--- src/rtl/seq_mag_comp.sv ---
// Multi-cycle magnitude comparator: resolves one 2-bit digit per clock, MSB digit first.
// Optional build macro SEQ_MAG_COMP_EARLY_EXIT_EN finishes on the first deciding digit.
//
// state | meaning
// IDLE  | no compare issued since reset
// RUN   | walking digits from NDIG-1 down to 0
// DONE  | result held on eq/gt/lt until the next accepted start
module seq_mag_comp #(
    parameter  int WIDTH = 32,
    localparam int NDIG  = WIDTH / 2
) (
    input  logic             clock,
    input  logic             reset,
    input  logic             start,
    input  logic             is_signed,
    input  logic [WIDTH-1:0] a,
    input  logic [WIDTH-1:0] b,
    output logic             busy,
    output logic             done,
    output logic             eq,
    output logic             gt,
    output logic             lt
);

    localparam int IW = (NDIG > 1) ? $clog2(NDIG) : 1;

    typedef enum logic [1:0] {
        ST_IDLE = 2'd0,
        ST_RUN  = 2'd1,
        ST_DONE = 2'd2
    } state_t;

    state_t           state_q;
    logic [WIDTH-1:0] a_q;
    logic [WIDTH-1:0] b_q;
    logic             sgn_q;
    logic             casc_eq_q;
    logic             casc_gt_q;
    logic [IW-1:0]    idx_q;
    logic             busy_q;
    logic             done_q;
    logic             eq_q;
    logic             gt_q;
    logic             lt_q;

    logic [WIDTH-1:0] msb_flip;
    logic [WIDTH-1:0] a_cmp;
    logic [WIDTH-1:0] b_cmp;
    logic [1:0]       ad;
    logic [1:0]       bd;
    logic             casc_eq_d;
    logic             casc_gt_d;
    logic             finish_d;

    // Offset-binary mapping turns the signed compare into an unsigned one.
    always_comb begin
        msb_flip            = '0;
        msb_flip[WIDTH-1]   = sgn_q;
        a_cmp               = a_q ^ msb_flip;
        b_cmp               = b_q ^ msb_flip;
        ad                  = a_cmp[{idx_q, 1'b0} +: 2];
        bd                  = b_cmp[{idx_q, 1'b0} +: 2];
        casc_eq_d           = casc_eq_q;
        casc_gt_d           = casc_gt_q;
        if (casc_eq_q) begin
            casc_eq_d = (ad == bd);
            casc_gt_d = (ad > bd);
        end
`ifdef SEQ_MAG_COMP_EARLY_EXIT_EN
        finish_d = (idx_q == '0) || !casc_eq_d;
`else
        finish_d = (idx_q == '0);
`endif
    end

    always_ff @(posedge clock or negedge reset) begin
        if (!reset) begin
            state_q   <= ST_IDLE;
            a_q       <= '0;
            b_q       <= '0;
            sgn_q     <= 1'b0;
            casc_eq_q <= 1'b1;
            casc_gt_q <= 1'b0;
            idx_q     <= IW'(NDIG - 1);
            busy_q    <= 1'b0;
            done_q    <= 1'b0;
            eq_q      <= 1'b0;
            gt_q      <= 1'b0;
            lt_q      <= 1'b0;
        end else begin
            done_q <= 1'b0;
            case (state_q)
                ST_IDLE, ST_DONE: begin
                    if (start) begin
                        a_q       <= a;
                        b_q       <= b;
                        sgn_q     <= is_signed;
                        casc_eq_q <= 1'b1;
                        casc_gt_q <= 1'b0;
                        idx_q     <= IW'(NDIG - 1);
                        busy_q    <= 1'b1;
                        eq_q      <= 1'b0;
                        gt_q      <= 1'b0;
                        lt_q      <= 1'b0;
                        state_q   <= ST_RUN;
                    end
                end
                ST_RUN: begin
                    // start is deliberately ignored here; the compare in flight runs to completion.
                    casc_eq_q <= casc_eq_d;
                    casc_gt_q <= casc_gt_d;
                    idx_q     <= idx_q - IW'(1);
                    if (finish_d) begin
                        busy_q  <= 1'b0;
                        done_q  <= 1'b1;
                        eq_q    <= casc_eq_d;
                        gt_q    <= casc_gt_d;
                        lt_q    <= !casc_eq_d && !casc_gt_d;
                        state_q <= ST_DONE;
                    end
                end
                default: begin
                    busy_q  <= 1'b0;
                    state_q <= ST_IDLE;
                end
            endcase
        end
    end

    assign busy = busy_q;
    assign done = done_q;
    assign eq   = eq_q;
    assign gt   = gt_q;
    assign lt   = lt_q;

endmodule

--- config.mk ---
export PLATFORM = sky130hd
export DESIGN_NAME = seq_mag_comp
export DESIGN_NICKNAME = d
export VERILOG_FILES = /design/src/rtl/seq_mag_comp.sv
export SDC_FILE = /design/constraint.sdc
export NUM_CORES = 1
export LEC_CHECK = 0
export BUFFER_PORTS_ARGS = -buffer_cell sky130_fd_sc_hd__buf_2
export CAP_MARGIN = 20
export CELL_PAD_IN_SITES_DETAIL_PLACEMENT = 0
export CELL_PAD_IN_SITES_GLOBAL_PLACEMENT = 2
export CORE_MARGIN = 2
export CORE_UTILIZATION = 36
export DETAILED_ROUTE_END_ITERATION = 16
export GPL_TIMING_DRIVEN = 0
export HOLD_SLACK_MARGIN = 0.1
export MAX_ROUTING_LAYER = met4
export PLACE_DENSITY_LB_ADDON = 0.12
export SYNTH_ARGS = -nofsm -noshare
export SYNTH_HDL_FRONTEND = slang
export SYNTH_SLANG_ARGS = --single-unit
--- constraint.sdc ---
create_clock -name clock -period 5.3 [get_ports clock]
set_clock_uncertainty 0.1 [all_clocks]
set_input_delay 0.53 -clock clock [delete_from_list [all_inputs] [get_ports clock]]
set_output_delay 0.53 -clock clock [all_outputs]
set_load 0.01 [all_outputs]
**After elaboration in Yosys (flattened, before gate mapping)**

Cells that the tools add are included.

- Bits of input ports: 68
- Bits in registers: 78

- Multiplexer cells: 21
- Bitwise logic cells: 2
- Add/sub/neg operators: 1
- Reduce and logical (&&, ||, !) cells: 11
- $lt $le $gt $ge: 1
- Equality and inequality tests: 5
- Shift-type cells: 2

Operator list:

| cell | count |
|---|---|
| $shiftx 32x6->2 | 2 |
| $xor 32x32->32 | 2 |
| $pmux 1 s2 | 6 |
| $mux 1 | 10 |
| $pmux 4 s2 | 1 |
| $reduce_and 2->1 | 3 |
| $logic_not 4->1 | 1 |
| $mux 2 | 2 |
| $mux 4 | 1 |
| $ne 2x2->1 const B | 2 |
| $pmux 2 s2 | 1 |
| $sub 4x1->4 const B | 1 |
| $reduce_and 3->1 | 1 |
| $eq 2x1->1 const B | 1 |
| $eq 2x2->1 | 1 |
| $eq 2x2->1 const B | 1 |
| $gt 2x2->1 | 1 |
| $logic_not 1->1 | 2 |
| $logic_not 2->1 | 1 |
| $reduce_bool 2->1 | 1 |
| $reduce_or 2->1 | 1 |
| $logic_and 1x1->1 | 1 |

**Logic depth before layout (Yosys ltp)**

Gate-level depths: netlist of the first run.

- Word-level depth: 8
- Mapped depth: 11
- Depth with buffers taken out: 9

**Worst setup path after synthesis of the first run**

No wires, ideal clock.

- Path type: reg-to-reg
- Start point: reg idx_q[1]
- End point: reg casc_gt_q
- Data required time: 5079 ps
- Slack: 2556 ps
- Data arrival time: 2523 ps
- Buffers on the path: 2
- Stages on the path, launching flop included: 9
- Cells stage by stage: dfstp_2 buf_2 clkbuf_1 mux4_2 mux4_2 ha_1 a21oi_1 o22ai_1 a22o_1

- Cells in the longest elaborated chain, start to end: 4
- Elaborated cells on any way between the ends: 5
- Those cells by class: 1 x order compare; 2 x shift; 2 x mux

Ends and longest elaborated chain:

| what | line | source |
|---|---|---|
| start, declared | 39 | `logic [IW-1:0] idx_q;` |
| start signal, assigned | 84 | `idx_q <= IW'(NDIG - 1);` |
| start signal, assigned | 100 | `idx_q <= IW'(NDIG - 1);` |
| start signal, assigned | 112 | `idx_q <= idx_q - IW'(1);` |
| $shiftx 32x6->2, on equally long branches | 61, 62 |  |
| $gt 2x2->1 (*) | 67 | `casc_gt_d = (ad > bd);` |
| $mux 1 (*) | 65 | `if (casc_eq_q) begin` |
| $pmux 1 s2 (*) | 92 | `case (state_q)` |
| end signal, assigned | 111 | `casc_gt_q <= casc_gt_d;` |
| end, declared | 38 | `logic casc_gt_q;` |

Mark *: on every way between the ends. The rest lies on a longest branch, timed or not.
A chain may end at the register's enable or synchronous reset.

**Worst setup path in the final report of the first run**

Ends and elaborated chain as after synthesis.

==> impl_results.md, run 1 <==
* CTS Buffer Depth at 2
* Starting Density at 0.368
* Peak VDD IR at 0.226 mV
* Worst R2R End: casc_gt_q$_DFFE_PN0P_
* Mapped cell area at 0.00358 mm^2
* Status: complete, no violations
* Detailed placement HPWL at 6060 um
* TNS Setup at 0 ps
* Layout cells sized above 1 at 0.242
* Clock-pin slew on the worst setup and hold paths at 80 ps
* Worst-margin pin slew at 833 ps
* Postcts setup bufs at 0
* Ys flop type: dfrtp_1
* First-pass GRT wire length at 14500 um
* Final worst path period share at 0.653
* Post-synth EDFFs at 0
* Top post-synthesis cells by area: dfrtp_1 (51%), nand2_1 (21%), mux4_2 (6.9%)
* Endpoints failing hold at 0
* Initial antenna violation count at 0
* Most frequent cell after synthesis: nand2_1
* IO buf count at 72
* Post-synthesis sequential area ratio at 0.547
* Dpl cells at 579
* Synth top cells by count: nand2_1 (203), dfrtp_1 (73), clkbuf_1 (15), mux4_2 (11), mux4_1 (6)
* HP Class: in -> reg
* Final net count at 530
* Max cap viols at 0
* Mapped Avg Cell Area at 9.60 um^2
* Distinct cells, synth at 33
* Top-area cell type share of the netlist area at 0.510
* Final wirelength at 8560 um
* WP data required at 5490 ps
* Hold endpoint: b_q[6]$_DFFE_PN0P_
* Pre-CTS setup slack at 1860 ps
* Beginning of the critical path: idx_q[1]$_DFFE_PN1P_
* Multi-input logic area at 0.00149 mm^2
* Synth async-reset ratio at 1.00
* Register area at 0.00196 mm^2
* Die span in x at 104 um
* GRT Total Usage at 0.177
* Die area at 0.0108 mm^2
* 1st-iter DRT viols at 114
* Reg2Reg Launch Point: idx_q[1]$_DFFE_PN1P_
* Routed len/inst at 14.4 um
* DR vias at 2747
* Worst rel slew slack at 0.444
* CP Class: reg -> reg
* Gpl congestion at 0.784
* Synth warn at 0
* Final Non-Filler Cells at 596
* Core box area at 0.00973 mm^2
* Gr ovfl total at 0
* Post_cts resized at 0
* Layout area overhead at 22.4%
* Register-to-register setup slack at 1840 ps
* Site row count at 36
* Final WS setup at 1840 ps
* Filler instances at 1048
* Seq cells post-synth at 78
* Final Total Pwr at 2.53 mW
* Post-Syn Nets at 445
* Largest net degree at the start of global routing at 65
* CP Launch Type: flip-flop
* Vias in the first global route at 2929
* Biggest area consumer among synthesized cells: dfrtp_1
* Final setup viols at 0
* CTS tree: yes
* CTS Sinks at 78
* # diodes at 0
* Final Max Tran Viols at 0
* Die H at 104 um
* WP data arrival at 3650 ps
* Fmax achieved at 289 MHz
* Worst-Skew Late Latency at 340 ps
* # hold bufs at CTS at 1
* Static Leakage at 2.33 nW
* Minimum clock period at 3460 ps
* HP Start: b[6]
* IO Pins at 73
* Drt pass-1 iters at 4
* Syn Inst Count at 373
* Setup crit end kind: flip-flop
* Reg2Reg Depth at 9
* PwrDens at 577 mW/mm^2
* DRC at 0
* Num CTS Buffers at 9
* Worst hold stages at 3
* CTS HTree Levels at 3
* Post-DRT Antenna Nets at 0
* CP Max Fanout at 10
* RSZ-0062 raised after global routing: false
* Vias per inst at 4.61
* Root buffer cell: clkbuf_8
## final cells by class
type                            instances  area share
Multi-Input combinational cell        265       0.341
Buffer                                 22      0.0231
Tap cell                              133      0.0380
Sequential cell                        78       0.447
Timing Repair Buffer                   74      0.0914
Clock buffer                           13      0.0385
Clock inverter                          3      0.0148
Inverter                                8     0.00685
## through the flow
| stage | hold WS (ps) | instance area [um^2] | util |
|---|---|---|---|
| 2_1_floorplan | 134 | 3580 | - |
| 3_3_place_gp | 350 | 4110 | 0.422 |
| 3_5_place_dp | 312 | 4140 | 0.425 |
| 4_1_cts | 254 | 4380 | 0.450 |
| 5_1_grt | 256 | 4380 | 0.450 |
| 6_report | 268 | 4380 | 0.450 |
## critical path: stages (launching register included)
cell and delay, ps:
dfstp_2 520, buf_2 240, clkbuf_1 670, mux4_1 460
mux4_2 510, ha_1 350, nand2_1 90, nand2_1 50
o22ai_1 230, a22o_1 180
## cells in the final DEF (no fill, tap or decap), drive strengths merged, types with 2 or more instances in the layout
cell type / n
nand2: 203
a21oi: 2
mux2i: 4
dfstp: 5
nor2: 3
buf: 80
ha: 4
o21ai: 3
nand3: 4
a31oi: 2
clkbuf: 28
inv: 8
xor2: 2
a211oi: 2
dfrtp: 73
mux4: 17
nor2b: 3
bufinv: 2
nand2b: 2
nor3: 2
a221oi: 3
## report_power, final
part	internal (mW)	total, mW	switching (mW)
clock	0.304	0.518	0.214
combinational	0.479	0.996	0.517
sequential	0.873	1.02	0.143
total	1.66	2.53	0.874
## worst max-delay path by stage
stage,endpoint,cells after the start
after floorplan,casc_gt_q$_DFFE_PN0P_,8
after global placement,lt$_DFFE_PN0P_,9
after detailed placement,lt$_DFFE_PN0P_,9
after CTS,casc_gt_q$_DFFE_PN0P_,9
after global routing,casc_gt_q$_DFFE_PN0P_,9
final,casc_gt_q$_DFFE_PN0P_,9
## registers in the layout (all words and copies together), names as in the netlist, 2 cells and up
register / cells
b_q: 32
a_q: 32
state_q: 2
idx_q: 4
## routing by layer
layer,up-vias,part of all wire,track usage
li1,1380,-,-
met5,-,0,-
met2,56,0.46,0.270
met4,0,0.0068,0.0405
met1,1307,0.50,0.246
met3,4,0.032,0.0346
## cell families (layout without fill, tap and decap cells)
family / count (synthesis) / after routing / synth area share
simple gates: 220 / 220 / 0.239
flops: 78 / 78 / 0.547
buf+inv: 30 / 120 / 0.0367
mux: 21 / 21 / 0.124
compound gates: 18 / 18 / 0.0349
fa+ha+maj: 4 / 4 / 0.0140
xor+xnor: 2 / 2 / 0.00489
Note: power is estimated with default switching activity, not from simulation.
==> run 2, diff against run 1 <==
--- a/config.mk
+++ b/config.mk
@@ -10,7 +10,7 @@
 export CELL_PAD_IN_SITES_DETAIL_PLACEMENT = 0
 export CELL_PAD_IN_SITES_GLOBAL_PLACEMENT = 2
 export CORE_MARGIN = 2
-export CORE_UTILIZATION = 36
+export CORE_UTILIZATION = 33
 export DETAILED_ROUTE_END_ITERATION = 16
 export GPL_TIMING_DRIVEN = 0
 export HOLD_SLACK_MARGIN = 0.1
==> constraint.sdc (replaced) <==
create_clock -name clock -period 3.55 [get_ports clock]
set_clock_uncertainty 0.1 [all_clocks]
set_input_delay 0.355 -clock clock [delete_from_list [all_inputs] [get_ports clock]]
set_output_delay 0.355 -clock clock [all_outputs]
set_load 0.01 [all_outputs]
==> run 2 against run 1 <==
Sequential power increased by 49%. Combinational power increased by 54%. Non-clock buffer count increased by 43. Critical path type unchanged. Largest cell class unchanged. Largest power group is now combinational cells.
==> impl_results.md, run 2 (synthesis results as in run 1) <==
* Biggest regs: a_q: 32 flops, b_q: 32 flops, idx_q: 4 flops
* Vias per inst at 4.54
* 1st-iter DRT viols at 79
* Status: complete, no violations
* Vias in the first global route at 2967
* DRC at 0
* Die span in x at 108 um
* Num CTS Buffers at 9
* Starting Density at 0.335
* Largest net degree at the start of global routing at 61
* RSZ-0062 raised after global routing: false
* IO Pins at 73
* Worst-margin pin slew at 588 ps
* DR vias at 2921
* Commonest non-fill, non-tap cells in the layout: nand2_1 (203), buf_2 (74), dfrtp_1 (73), dlygate4sd3_1 (45), clkbuf_1 (16)
* HP Class: in -> reg
* First-pass GRT wire length at 15100 um
* Initial antenna violation count at 0
* WP buf/inv at 1
* Final wirelength at 9100 um
* Commonest non-fill, non-tap cell in the layout: nand2_1
* Detailed placement HPWL at 6280 um
* Gr ovfl total at 0
* Layout area overhead at 32.6%
* Peak VDD IR at 0.207 mV
* CTS Buffer Depth at 2
* Routed len/inst at 14.1 um
* Layout cells sized above 1 at 0.216
* Die H at 108 um
* Final setup viols at 0
* Fmax achieved at 327 MHz
* Final worst path period share at 0.862
* CP Class: reg -> reg
* Register-to-register setup slack at 490 ps
* Gpl congestion at 0.777
* Post_cts resized at 0
* # diodes at 0
* WP data required at 3690 ps
* Max cap viols at 0
* Max stage delay cell, worst path: mux4_1
* Drt pass-1 iters at 6
* Final WS setup at 488 ps
* Static Leakage at 2.47 nW
* CTS Sinks at 78
* Endpoints failing hold at 0
* TNS Setup at 0 ps
* Die area at 0.0117 mm^2
* Minimum clock period at 3060 ps
* CP Launch Type: flip-flop
* HP Start: b[22]
* Clock-pin slew on the worst setup and hold paths at 80 ps
* PwrDens at 763 mW/mm^2
* IO buf count at 72
* CP Cell Sequence: buf_6 > mux4_1 > mux4_2 > ha_1 > a21oi_1 > o22ai_1 > a22o_1
* Site row count at 38
* Worst-Skew Late Latency at 340 ps
* Final Max Tran Viols at 0
* Root buffer cell: clkbuf_8
* Hold_ws at 107 ps
* Post-DRT Antenna Nets at 0
* GRT Total Usage at 0.176
* Setup crit end kind: flip-flop
* Core box area at 0.0107 mm^2
* Beginning of the critical path: idx_q[0]$_DFFE_PN1P_
* Pre-CTS setup slack at 56.4 ps
* WP data arrival at 3200 ps
* CP Max Fanout at 10
* CTS tree: yes
* Final net count at 573
* Crit-path max cell delay at 640 ps
* CTS HTree Levels at 3
* Worst rel slew slack at 0.607
* Reg2Reg Launch Point: idx_q[0]$_DFFE_PN1P_
* Family with the most delay on the worst path: multiplexers
[run 2: worst paths after layout]
kind,endpoint,cells after the start
hold reg to reg,b_q[21]$_DFFE_PN0P_,2
min in group asynchronous,b_q[0]$_DFFE_PN0P_,2
setup / recovery,casc_gt_q$_DFFE_PN0P_,7
setup reg to reg,casc_gt_q$_DFFE_PN0P_,7
max in group asynchronous,idx_q[3]$_DFFE_PN1P_,3
hold / removal,b_q[22]$_DFFE_PN0P_,3
[run 2: power breakdown]
part	internal [mW]	total [mW]	switching (mW)
sequential	1.30	1.52	0.213
clock	0.264	0.580	0.316
combinational	0.744	1.53	0.782
[run 2: through the flow]
step / cells / power [mW] / utilization / cell area (um^2)
3_5_place_dp: 586 / 3.05 / 0.388 / 4150
3_3_place_gp: 585 / 3.02 / 0.385 / 4120
6_report: 644 / 3.62 / 0.444 / 4750
5_1_grt: 644 / 3.96 / 0.444 / 4750
2_1_floorplan: 373 / 2.60 / - / 3580
4_1_cts: 644 / 3.69 / 0.443 / 4740
[run 2: layout make-up]
cell class	count	area (um^2)
sequential	78	1960
clock inverter	2	10.0
fill	1090	5950
multi-input combinational	265	1490
inverter	8	30.0
buffer	21	97.6
clock buffer	12	145
tap	140	175
timing repair buffer	118	841
[run 2: what timing repair did]
item                                    4_1_cts  5_1_grt
setup buffers                                 0        0
endpoints found under the setup margin        0        3
endpoints found under the hold margin        61        1
hold buffers                                 44        1
[run 2: tightest hold or removal path, cell delays in order]
cell     delay (ps)
buf_2            80
nand2_1          40
nand2_1          50
[run 2: layer usage]
metal | wire length [um] | track usage
met4 | 116 | 0.0394
met5 | 0 | -
met3 | 315 | 0.0440
met1 | 4510 | 0.234
met2 | 4160 | 0.274
==> run 3, diff against run 2 <==
--- a/config.mk
+++ b/config.mk
@@ -15,7 +15,7 @@
 export GPL_TIMING_DRIVEN = 0
 export HOLD_SLACK_MARGIN = 0.1
 export MAX_ROUTING_LAYER = met4
-export PLACE_DENSITY_LB_ADDON = 0.12
+export PLACE_DENSITY_LB_ADDON = 0.1
 export SYNTH_ARGS = -nofsm -noshare
 export SYNTH_HDL_FRONTEND = slang
 export SYNTH_SLANG_ARGS = --single-unit
==> run 3 against run 2 <==
Sequential share of layout area shrank 1.3 points. Utilization grew 1.5 points. Fmax is essentially flat. Total power grew 6.9%. Sequential cell count is the same. Die area is the same. Register-to-register slack is essentially flat. Routed wire length shrank 1.5%. Critical path type unchanged. Critical endpoint unchanged. Largest cell class unchanged. Highest routed layer unchanged.
==> impl_results.md, run 3 (synthesis results as in run 1) <==
* Clock-pin slew on the worst setup and hold paths at 90 ps
* Layout cells sized above 1 at 0.220
* Largest net degree at the start of global routing at 52
* Dpl cells at 586
* Starting Density at 0.335
* Fmax achieved at 326 MHz
* Status: complete, no violations
* RSZ-0062 raised after global routing: false
* Die area at 0.0117 mm^2
* Gr ovfl total at 0
* Core Util, Final at 0.459
* Minimum clock period at 3060 ps
* Final worst path period share at 0.863
* CP Class: reg -> reg
* Static Leakage at 2.55 nW
* Num CTS Buffers at 9
* Endpoints failing hold at 0
* Final setup viols at 0
* Post-route cell area at 0.00491 mm^2
* Worst-Skew Late Latency at 340 ps
* Final net count at 580
* CTS Sinks at 78
* CTS tree: yes
* PwrDens at 789 mW/mm^2
* Drt pass-1 iters at 4
* GRT Total Usage at 0.173
* CTS HTree Levels at 3
* Initial antenna violation count at 0
* IO buf count at 72
* Post-DRT Antenna Nets at 0
* Max cap viols at 0
* WP buf/inv at 1
* Vias per inst at 4.57
* Die span in x at 108 um
* Setup crit end kind: flip-flop
* Commonest non-fill, non-tap cell in the layout: nand2_1
* Commonest non-fill, non-tap cells in the layout: nand2_1 (203), buf_2 (74), dfrtp_1 (73), dlygate4sd3_1 (52), clkbuf_1 (14)
* Gpl congestion at 0.734
* HP Class: in -> reg
* Family with the most delay on the worst path: multiplexers
* DR vias at 2981
* First-pass GRT wire length at 14800 um
* Die H at 108 um
* Vias in the first global route at 2864
* Core box area at 0.0107 mm^2
* Biggest regs: a_q: 32 flops, b_q: 32 flops, idx_q: 4 flops
* Site row count at 38
* Worst-margin pin slew at 607 ps
* Post_cts resized at 0
* Layout area overhead at 37.1%
* IO Pins at 73
* WP data required at 3740 ps
* CP Launch Type: flip-flop
* DRC at 0
* TNS Setup at 0 ps
* Crit-path max cell delay at 640 ps
* Final Non-Filler Cells at 653
* CP Max Fanout at 10
* Max stage delay cell, worst path: mux4_1
* Root buffer cell: clkbuf_8
* Placed cell area at 0.00415 mm^2
* Final wirelength at 8970 um
* Peak VDD IR at 0.303 mV
* Top cell by count, worst path: nand2_1
* Detailed placement HPWL at 6270 um
* CP Cell Sequence: buf_6 > mux4_1 > mux4_2 > ha_1 > nand2_1 > nand2_1 > o22ai_1 > a22o_1
* Routed len/inst at 13.7 um
* 1st-iter DRT viols at 110
* # diodes at 0
* Final Max Tran Viols at 0
* WP data arrival at 3250 ps
* CTS Buffer Depth at 2
* Worst rel slew slack at 0.594
run 3: layout make-up:
class / instances / area, um^2
Fill cell: 1117 / 5790
Sequential cell: 78 / 1960
Multi-Input combinational cell: 265 / 1490
Timing Repair Buffer: 125 / 911
Tap cell: 140 / 175
Clock buffer: 9 / 124
Clock inverter: 7 / 121
Buffer: 21 / 97.6
Inverter: 8 / 30.0
run 3: worst paths after layout:
path | start | end | slack, ps | cells past startpoint
max | idx_q[0]$_DFFE_PN1P_ | casc_gt_q$_DFFE_PN0P_ | 490 | 8
min | a[10] | a_q[10]$_DFFE_PN0P_ | 120 | 3
max reg2reg | idx_q[0]$_DFFE_PN1P_ | casc_gt_q$_DFFE_PN0P_ | 490 | 8
min reg2reg | a_q[27]$_DFFE_PN0P_ | a_q[27]$_DFFE_PN0P_ | 370 | 2
max in group asynchronous | reset | idx_q[0]$_DFFE_PN1P_ | 2340 | 3
min in group asynchronous | reset | b_q[2]$_DFFE_PN0P_ | 370 | 2
run 3: tightest hold or removal path: cells and delay by family:
kind,cells,cell delay (ps)
buffers and inverters,1,80
AND/OR/NAND/NOR,2,100
run 3: stage by stage:
step                      hold slack [ps]  power (mW)  setup WS (ps)
after floorplan                     -40.6        2.60            806
after CTS                             100        3.93           93.4
after detailed placement              217        3.05            110
after global routing                  108        4.21            396
after global placement                350        3.02           83.2
final                                 115        3.87            486
run 3: per-layer routing:
metal	wire length [um]	GRT usage	vias up
li1	-	-	1491
met1	4620	0.245	1417
met2	3930	0.252	63
met3	316	0.0350	10
met4	108	0.0522	0
met5	0	-	-
run 3: what timing repair did:
| item | 4_1_cts | 5_1_grt |
|---|---|---|
| hold buffers | 50 | 2 |
| buffers inserted | 0 | 0 |
| endpoints found under the hold margin | 73 | 2 |
| setup endpoints to repair | 0 | 3 |
run 3: power breakdown:
group	switching [mW]	internal (mW)	total, mW	leakage (nW)
logic	0.781	0.750	1.53	1.46
clock network	0.349	0.471	0.820	0.124
registers	0.218	1.30	1.52	0.962
